`src/rtl/uart_rx_param_pkg.sv`:
```
// rtl/uart_rx_param_pkg.sv - shared UART receiver defaults, parity encodings and FSM state type
`ifndef UART_BIT_DURATION
`define UART_BIT_DURATION 16
`endif
`ifndef UART_PARITY_NONE
`define UART_PARITY_NONE 0
`define UART_PARITY_ODD  1
`define UART_PARITY_EVEN 2
`endif

package uart_rx_param_pkg;
    localparam int UART_CPB_DEFAULT = `UART_BIT_DURATION;
    localparam int PAR_NONE = `UART_PARITY_NONE;
    localparam int PAR_ODD  = `UART_PARITY_ODD;
    localparam int PAR_EVEN = `UART_PARITY_EVEN;

    typedef enum logic [2:0] {
        S_IDLE,
        S_START,
        S_DATA,
        S_PARITY,
        S_STOP,
        S_BRK_WAIT
    } rx_state_t;

    // Odd mode wants data^parity == 1, even mode wants it == 0.
    function automatic logic parity_bad(input logic data_xor, input logic par_bit, input int mode);
        logic w_x;
        w_x = data_xor ^ par_bit;
        if (mode == PAR_ODD)
            return ~w_x;
        else if (mode == PAR_EVEN)
            return w_x;
        else
            return 1'b0;
    endfunction
endpackage

```
`src/rtl/uart_rx_fifo.sv`:
```
// rtl/uart_rx_fifo.sv - receive FIFO; push into a full FIFO only succeeds alongside a pop
module uart_rx_fifo #(
    parameter int WIDTH = 10,
    parameter int DEPTH = 4
) (
    input  logic             clk,
    input  logic             reset_n,
    input  logic             i_push,
    input  logic [WIDTH-1:0] i_push_data,
    input  logic             i_pop,
    output logic [WIDTH-1:0] o_head,
    output logic             o_valid,
    output logic             o_drop
);
    localparam int AW = (DEPTH > 1) ? $clog2(DEPTH) : 1;
    localparam logic [AW:0] FULL_CNT = (AW + 1)'(DEPTH);

    logic [WIDTH-1:0] r_mem [DEPTH];
    logic [AW-1:0]    r_wr_ptr;
    logic [AW-1:0]    r_rd_ptr;
    logic [AW:0]      r_count;
    logic             w_full;
    logic             w_pop;
    logic             w_push;

    assign w_full  = (r_count == FULL_CNT);
    assign o_valid = (r_count != '0);
    assign w_pop   = i_pop && o_valid;
    assign w_push  = i_push && (!w_full || w_pop);
    assign o_drop  = i_push && !w_push;
    assign o_head  = o_valid ? r_mem[r_rd_ptr] : '0;

    always_ff @(posedge clk) begin
        if (w_push)
            r_mem[r_wr_ptr] <= i_push_data;
    end

    // Pointers are log2(DEPTH) wide, so natural overflow wraps modulo DEPTH.
    always_ff @(posedge clk or negedge reset_n) begin
        if (!reset_n) begin
            r_wr_ptr <= '0;
            r_rd_ptr <= '0;
            r_count  <= '0;
        end else begin
            if (w_push)
                r_wr_ptr <= r_wr_ptr + 1'b1;
            if (w_pop)
                r_rd_ptr <= r_rd_ptr + 1'b1;
            if (w_push && !w_pop)
                r_count <= r_count + 1'b1;
            else if (w_pop && !w_push)
                r_count <= r_count - 1'b1;
        end
    end
endmodule

```
`src/rtl/uart_rx_param.sv`:
```
// rtl/uart_rx_param.sv - parameterised UART receiver with mid-bit sampling, error flags and receive FIFO
module uart_rx_param
    import uart_rx_param_pkg::*;
#(
    parameter int CLKS_PER_BIT = UART_CPB_DEFAULT,
    parameter int DATA_BITS    = 8,
    parameter int PARITY       = PAR_NONE,
    parameter int STOP_BITS    = 1,
    parameter int FIFO_DEPTH   = 4
) (
    input  logic                 clk,
    input  logic                 reset_n,
    input  logic                 serial_in,
    output logic [DATA_BITS-1:0] rx_data,
    output logic                 rx_valid,
    input  logic                 rx_ready,
    output logic                 parity_err,
    output logic                 frame_err,
    output logic                 overrun,
    output logic                 break_det,
    output logic                 busy
);
    localparam int TW = $clog2(CLKS_PER_BIT + 1);
    localparam int FW = DATA_BITS + 2;
    localparam logic [TW-1:0] T_FULL    = TW'(CLKS_PER_BIT);
    localparam logic [TW-1:0] T_HALF    = TW'(CLKS_PER_BIT / 2);
    localparam logic [2:0]    LAST_DATA = 3'(DATA_BITS - 1);
    localparam logic [2:0]    LAST_STOP = 3'(STOP_BITS - 1);

    logic                 r_sync1, r_sync2, r_prev;
    logic [1:0]           r_warm;
    rx_state_t            r_state, w_state_nxt;
    logic [TW-1:0]        r_timer, w_timer_nxt;
    logic [2:0]           r_bit_cnt, w_bit_cnt_nxt;
    logic [DATA_BITS-1:0] r_shift, w_shift_nxt;
    logic                 r_par_bit, w_par_bit_nxt;
    logic                 r_ferr, w_ferr_nxt;
    logic                 r_push, w_push_nxt;
    logic [FW-1:0]        r_push_word, w_push_word_nxt;
    logic                 r_break, w_break_nxt;
    logic                 r_overrun;
    logic                 w_rx, w_fall, w_tick, w_drop, w_pop;
    logic [FW-1:0]        w_head;

    // Edge detection is armed only once r_prev holds a real line sample, so a
    // line already low at reset release never looks like a start edge.
    always_ff @(posedge clk or negedge reset_n) begin
        if (!reset_n) begin
            r_sync1 <= 1'b1;
            r_sync2 <= 1'b1;
            r_prev  <= 1'b1;
            r_warm  <= 2'd0;
        end else begin
            r_sync1 <= serial_in;
            r_sync2 <= r_sync1;
            r_prev  <= r_sync2;
            if (r_warm != 2'd3)
                r_warm <= r_warm + 2'd1;
        end
    end

    assign w_rx   = r_sync2;
    assign w_fall = (r_warm == 2'd3) && r_prev && !r_sync2;
    assign w_tick = (r_timer == TW'(1));

    always_comb begin
        w_state_nxt     = r_state;
        w_timer_nxt     = r_timer;
        w_bit_cnt_nxt   = r_bit_cnt;
        w_shift_nxt     = r_shift;
        w_par_bit_nxt   = r_par_bit;
        w_ferr_nxt      = r_ferr;
        w_push_nxt      = 1'b0;
        w_push_word_nxt = r_push_word;
        w_break_nxt     = 1'b0;
        if (r_state != S_IDLE && r_state != S_BRK_WAIT && !w_tick)
            w_timer_nxt = r_timer - 1'b1;
        case (r_state)
            S_IDLE: begin
                if (w_fall) begin
                    w_state_nxt   = S_START;
                    w_timer_nxt   = T_HALF;
                    w_bit_cnt_nxt = '0;
                    w_shift_nxt   = '0;
                    w_par_bit_nxt = 1'b0;
                    w_ferr_nxt    = 1'b0;
                end
            end
            S_START: begin
                if (w_tick) begin
                    w_timer_nxt = T_FULL;
                    w_state_nxt = w_rx ? S_IDLE : S_DATA;
                end
            end
            S_DATA: begin
                if (w_tick) begin
                    w_shift_nxt = {w_rx, r_shift[DATA_BITS-1:1]};
                    w_timer_nxt = T_FULL;
                    if (r_bit_cnt == LAST_DATA) begin
                        w_bit_cnt_nxt = '0;
                        w_state_nxt   = (PARITY != PAR_NONE) ? S_PARITY : S_STOP;
                    end else begin
                        w_bit_cnt_nxt = r_bit_cnt + 3'd1;
                    end
                end
            end
            S_PARITY: begin
                if (w_tick) begin
                    w_par_bit_nxt = w_rx;
                    w_timer_nxt   = T_FULL;
                    w_state_nxt   = S_STOP;
                end
            end
            S_STOP: begin
                if (w_tick) begin
                    if (r_bit_cnt == 3'd0 && !w_rx && r_shift == '0 &&
                        (PARITY == PAR_NONE || !r_par_bit)) begin
                        w_break_nxt = 1'b1;
                        w_state_nxt = S_BRK_WAIT;
                    end else begin
                        w_ferr_nxt = r_ferr | !w_rx;
                        if (r_bit_cnt == LAST_STOP) begin
                            w_push_nxt      = 1'b1;
                            w_push_word_nxt = {parity_bad(^r_shift, r_par_bit, PARITY),
                                               r_ferr | !w_rx, r_shift};
                            w_state_nxt     = S_IDLE;
                        end else begin
                            w_bit_cnt_nxt = r_bit_cnt + 3'd1;
                            w_timer_nxt   = T_FULL;
                        end
                    end
                end
            end
            S_BRK_WAIT: begin
                if (w_rx)
                    w_state_nxt = S_IDLE;
            end
            default: w_state_nxt = S_IDLE;
        endcase
    end

    always_ff @(posedge clk or negedge reset_n) begin
        if (!reset_n) begin
            r_state     <= S_IDLE;
            r_timer     <= '0;
            r_bit_cnt   <= '0;
            r_shift     <= '0;
            r_par_bit   <= 1'b0;
            r_ferr      <= 1'b0;
            r_push      <= 1'b0;
            r_push_word <= '0;
            r_break     <= 1'b0;
            r_overrun   <= 1'b0;
        end else begin
            r_state     <= w_state_nxt;
            r_timer     <= w_timer_nxt;
            r_bit_cnt   <= w_bit_cnt_nxt;
            r_shift     <= w_shift_nxt;
            r_par_bit   <= w_par_bit_nxt;
            r_ferr      <= w_ferr_nxt;
            r_push      <= w_push_nxt;
            r_push_word <= w_push_word_nxt;
            r_break     <= w_break_nxt;
            r_overrun   <= w_drop;
        end
    end

    assign w_pop = rx_valid && rx_ready;

    uart_rx_fifo #(
        .WIDTH(FW),
        .DEPTH(FIFO_DEPTH)
    ) u_fifo (
        .clk        (clk),
        .reset_n    (reset_n),
        .i_push     (r_push),
        .i_push_data(r_push_word),
        .i_pop      (w_pop),
        .o_head     (w_head),
        .o_valid    (rx_valid),
        .o_drop     (w_drop)
    );

    assign rx_data    = w_head[DATA_BITS-1:0];
    assign frame_err  = w_head[DATA_BITS];
    assign parity_err = w_head[DATA_BITS+1];
    assign overrun    = r_overrun;
    assign break_det  = r_break;
    assign busy       = (r_state != S_IDLE);
endmodule

```
`config.mk`:
```
export PLATFORM = sky130hd
export DESIGN_NAME = uart_rx_param
export DESIGN_NICKNAME = d
export VERILOG_FILES = /design/src/rtl/uart_rx_param_pkg.sv /design/src/rtl/uart_rx_fifo.sv /design/src/rtl/uart_rx_param.sv
export SDC_FILE = /design/constraint.sdc
export NUM_CORES = 1
export LEC_CHECK = 0
export BUFFER_PORTS_ARGS = -buffer_cell sky130_fd_sc_hd__buf_2
export CORE_MARGIN = 5
export CORE_UTILIZATION = 35
export DETAILED_ROUTE_END_ITERATION = 8
export PLACE_DENSITY = 0.5
export SLEW_MARGIN = 15
export SYNTH_ARGS = -nofsm -noshare
export SYNTH_HDL_FRONTEND = slang
export SYNTH_HIERARCHICAL = 1
export SYNTH_SLANG_ARGS = --single-unit
```
`constraint.sdc`:
```
create_clock -name clk -period 3.5 [get_ports clk]
set_clock_uncertainty 0.1 [all_clocks]
set_input_delay 0.7 -clock clk [delete_from_list [all_inputs] [get_ports clk]]
set_output_delay 0.7 -clock clk [all_outputs]
set_load 0.02 [all_outputs]
```
Word level (Yosys, flattened, before mapping)
Memory sizes are Yosys's and may differ from the RTL's.
Cells that the tools add are included.
- bits in writable memories: 36
- bits in read-only memories: 0
- bits of input ports: 4
- bits in registers: 44
- logic and storage cells: 124
- bits in latches: 0
- memories: 1
- output and inout bits: 14
- order comparisons: 0
- div/mod/pow operators: 0
- multipliers: 0
- bitwise operators: 2
- reduce and logical (&&, ||, !) cells: 33
- mux-type cells: 44
- add/sub/neg operators: 7
- shift operators: 0
- equality and inequality tests: 21
- memory list (name ; depth ; bits a word ; rd ports ; clocked after Yosys merged registers in ; wr ports ; line ; RTL):
    u_fifo.r_mem ; 4 ; 9 ; 1 ; 0 ; 1 ; uart_rx_fifo.sv:18 ; logic [WIDTH-1:0] r_mem [DEPTH];
- operators with widths (kind ; number):
    $mux W3 ; 17
    $mux W5 ; 6
    $ne A2 B2 Y1 const B ; 10
    $pmux W3 S6 ; 1
    $mux W8 ; 2
    $pmux W8 S2 ; 1
    $pmux W5 S3 ; 1
    $eq A3 B3 Y1 const B ; 4
    $logic_and A1 B1 Y1 ; 12
    $mux W1 ; 12
    $mux W10 ; 1
    $pmux W3 S3 ; 1
    $reduce_bool A3 Y1 ; 3
    $logic_not A8 Y1 ; 1
    $reduce_and A4 Y1 ; 2
    $reduce_and A8 Y1 ; 1
    $add A2 B1 Y2 const B ; 3
    $add A3 B1 Y3 const B ; 2
    $eq A3 B2 Y1 const B ; 2
    $logic_not A3 Y1 ; 2
    $ne A3 B3 Y1 const B ; 2
    $reduce_and A6 Y1 ; 1
    $reduce_bool A2 Y1 ; 3
    $eq A5 B1 Y1 const B ; 1
    other kinds (12) ; 16

Logic depth before layout (Yosys ltp)
- depth after elaboration: 9
- depth in mapped cells: 12

Hierarchy
The synthesis kept the hierarchy.
- modules (own cells, without submodules) (module ; times used ; seq. area each (um^2) ; cells an instance ; area an instance (um^2)):
    uart_rx_fifo ; 1 ; 1376.3 ; 99 ; 1946.9
    uart_rx_param ; 1 ; 929.6 ; 159 ; 1756.7

Least setup slack after synthesis
No wires, ideal clock.
- kind: register -> register
- start: reg u_fifo.r_count[0]
- end: reg u_fifo.r_count[1]
- stages on the path, launching flop included: 11
- arrival: 2.667 ns
- buffers on the path: 2
- path slack: 0.608 ns
- cells stage by stage: dfrtp_1 -> or3_1 -> clkbuf_1 -> and2_1 -> nor4b_2 -> nor2b_1 -> buf_6 -> ha_1 -> inv_1 -> fa_1 -> mux2_2
- cells in the longest elaborated chain, start to end: 8
- elaborated cells on any way between the ends: 16
- those cells by class: add/sub (2); eq/ne (1); mux (2); reduce/logical (11)
- RTL lines (element ; line ; RTL):
    start, declared ; uart_rx_fifo.sv:21 ; logic [AW:0] r_count;
    start signal, assigned ; uart_rx_fifo.sv:50 ; r_count <= r_count + 1'b1;
    start signal, assigned ; uart_rx_fifo.sv:52 ; r_count <= r_count - 1'b1;
    $reduce_bool A3 Y1 (*) ; uart_rx_fifo.sv:27 ; assign o_valid = (r_count != '0);
    named net rx_valid ; uart_rx_param.sv:15 ; output logic rx_valid,
    $logic_and A1 B1 Y1 (*) ; uart_rx_param.sv:168 ; assign w_pop = rx_valid && rx_ready;
    named net w_pop ; uart_rx_param.sv:42 ; logic w_rx, w_fall, w_tick, w_drop, w_pop;
    $logic_and A1 B1 Y1 (*) ; uart_rx_fifo.sv:28 ; assign w_pop = i_pop && o_valid;
    $logic_or A1 B1 Y1 (*) ; uart_rx_fifo.sv:29 ; assign w_push = i_push && (!w_full || w_pop);
    $logic_and A1 B1 Y1 (*) ; uart_rx_fifo.sv:29 ;
    named net u_fifo.w_push ; uart_rx_fifo.sv:24 ; logic w_push;
    $logic_not A1 Y1 ; uart_rx_fifo.sv:51 ; else if (w_pop && !w_push)
    $logic_and A1 B1 Y1 ; uart_rx_fifo.sv:51 ;
    $reduce_bool A2 Y1 (no source line) ; n/a ;
The timed path passes the listed nets; every way through them passes the cells marked *. The select of a mux whose other input is x is not followed.
A chain may end at the register's enable or synchronous reset.

Final worst setup path
- start: reg u_fifo.r_count[0]
- end: reg u_fifo.r_count[1]
- cells in the longest elaborated chain, start to end: 8
- elaborated cells on any way between the ends: 16
- those cells by class: add/sub (2); eq/ne (1); mux (2); reduce/logical (11)
- RTL lines (element ; line):
    $reduce_bool A3 Y1 (*) ; uart_rx_fifo.sv:27
    $logic_and A1 B1 Y1 (*) ; uart_rx_param.sv:168
    named net w_pop ; uart_rx_param.sv:42
    $logic_and A1 B1 Y1 (*) ; uart_rx_fifo.sv:28
    $logic_or A1 B1 Y1 ; uart_rx_fifo.sv:29
    $logic_and A1 B1 Y1 ; uart_rx_fifo.sv:29
    $logic_not A1 Y1 ; uart_rx_fifo.sv:51
    $logic_and A1 B1 Y1 ; uart_rx_fifo.sv:51
    $reduce_bool A2 Y1 (no source line) ; n/a
Marked as above.

==> impl_metrics.ini <==
[global_routing]
use_met3 = 0.03476
grtUsageMet1 = 0.1401
use_met2 = 0.1663
grt_first_pass_wirelength_um = 10710
track_usage = 0.1051
grt_max_degree = 45
grt.busiest_layer = met2
grt-ovfl-total = 0
grt_pass1_vias = 2078
antenna_found_initial = 0

[synthesis]
synth_area_um2 = 3704
ys_types = 48
ys_ff_latch = 84
async_flop_share = 0.5238
syn-instance-count = 258
synth_warnings = 6
synth_edf_count = 40
ys_seq_area_frac = 0.6226
synthFlopType = dfrtp_1
avgSynthCellArea_um2 = 14.35

[drt]
ant_nets = 0
drt_iter0_markers = 102
drc = 0
vias_per_cell = 4.800
wl_um = 6116
num_vias = 2021
first_pass_iters = 4
post_drt_wl_per_cell_um = 14.53

[finish]
diodes = 0
final_cells = 421
utilization = 0.4001
layout_common_cells = dfrtp_1, edfxtp_1, inv_1
drive_gt1_frac = 0.2246
fillers = 973
nets = 296
final_area_um2 = 4130
final_common_cell = dfrtp_1
area_growth_pct = 11.52

[timing]
timing.fmax_mhz = 341.8
hold_viol = 0
grt_setup_unrepaired = false
finalHoldWorstSlack_ns = 0.2392
drv_slew = 0
post-route-period-util = 0.8359
period_minus_slack_ns = 2.926
worst_slew_pin_slew_ns = 0.7281
tns_ns = 0
slew_headroom = 0.5109
setup_violations = 0
setup_ws_ns = 0.5744

[placement]
dp.cells = 405
dpl.hpwl_um = 4100
dp_slack_ns = 0.5317
post_dp_cell_area_um2 = 3923
place.gp.congestion = 0.7026
port-buffer-count = 17

[pwr]
powerDensity_nw_per_um2 = 528.5
power_leakage_nw = 1.718
peakVddDrop_mv = 0.2418
power_mw = 2.183

[clock_tree]
clock-sinks = 84
htree_levels = 3
cts_resized = 0
clock_latency_ns = 0.35
clockRootBuffer = clkbuf_8
clockBufferDepth = 2
tritoncts = yes
ctsHoldBuffers = 0
cts_inserted_buffers = 9
clk_pin_slew_ns = 0.09
cts_setup_buffers = 0

[worst_setup_path]
rr_worst_depth = 8
crit_path_end_kind = flip-flop
cp_num_buf_inv = 1
cp_max_fo = 14
slowest_delay_ns = 0.53
path_class = reg -> reg
crit_chain = or3_1, and2_1, nor4b_2, nor2b_1, ha_1, inv_1, fa_1, mux2_2
startpoint_type = flip-flop
cpLargestDelayFamily = simple AND/OR/NAND/NOR gates
cp_data_required_time_ns = 3.64
rr_startpoint = u_fifo/r_count[0]
crit_path_start = u_fifo/r_count[0]
path_depth = 8
crit_path_top_delay_cell = or3_1
crit_arrival_ns = 3.06

[floorplanning]
die_h_um = 112.9
num_rows = 37
coreArea_um2 = 10320
die_x_um = 112.9
dieArea_um2 = 12740
io_pins = 18
start_util = 0.3587

[min_path]
hold_class = in -> async

[flow_run]
max-cap-violations = 0

[run_status]
status = finished clean
[synth_stat cells, drive strengths merged, types with 3 or more instances]
library cell	count	area (um2)
xnor2	6	52.55
mux2	13	150.1
mux2i	4	40.04
nand3	4	32.53
and2	16	100.1
buf	4	32.53
o211ai	4	30.03
nand2	6	22.52
xor2	4	35.03
dfstp	3	78.83
mux4	10	232.7
inv	17	63.81
nor3	3	15.01
dfrtp	41	1026
edfxtp	40	1201
nor2	11	43.80
o21ai	14	70.07
clkbuf	6	22.52
nand4	10	62.56
ha	11	137.6
nor2b	4	25.02
[logic make-up after synthesis]
| logic type | after synthesis | synth area share |
|---|---|---|
| flops | 84 | 0.6226 |
| simple gates | 67 | 0.1122 |
| compound gates | 30 | 0.05170 |
| mux | 27 | 0.1142 |
| buf+inv | 27 | 0.03209 |
| fa+ha+maj | 12 | 0.04257 |
| xor+xnor | 10 | 0.02365 |
| other cells | 1 | 0.001013 |
[cell type report]
| type | count | area, um2 | area share |
|---|---|---|---|
| clock buffers | 9 | 123.9 | 0.02999 |
| clock inverters | 7 | 81.33 | 0.01969 |
| inverters | 17 | 63.81 | 0.01545 |
| multi-input cells | 150 | 1290 | 0.3123 |
| flip-flops and latches | 84 | 2306 | 0.5583 |
| well taps | 136 | 170.2 | 0.04120 |
| repair buffers | 18 | 95.09 | 0.02302 |
[layer usage]
metal	part of all wire	vias up
met5	0	-
met3	0.035	7
met2	0.47	27
li1	-	985
met4	0.014	0
met1	0.48	1002
[flip-flops by register name (all words and copies together), names as in the netlist, 2 cells and up]
signal and cells:
u_fifo/r_count 3, r_warm 2, r_state 3, r_shift 8, r_bit_cnt 3, u_fifo/r_wr_ptr 2
u_fifo/r_rd_ptr 2, r_timer 5, r_push_word 9, u_fifo/r_mem 40
[final timing paths]
check                               endpoint  slack, ns
min                             r_bit_cnt[1]       0.24
max reg2reg                u_fifo/r_count[1]       0.57
min reg2reg                          r_sync2       0.26
min in group clk                     r_sync2       0.26
max in group asynchronous     r_push_word[3]       2.66
max                        u_fifo/r_count[1]       0.57
[where the power goes]
part           leakage [nW]  internal [mW]  switching, mW
sequential            0.967           1.08         0.0886
combinational         0.645          0.128          0.181
clock                 0.107          0.344          0.364
total                  1.72           1.55          0.633
(Power assumes the default switching activity.)
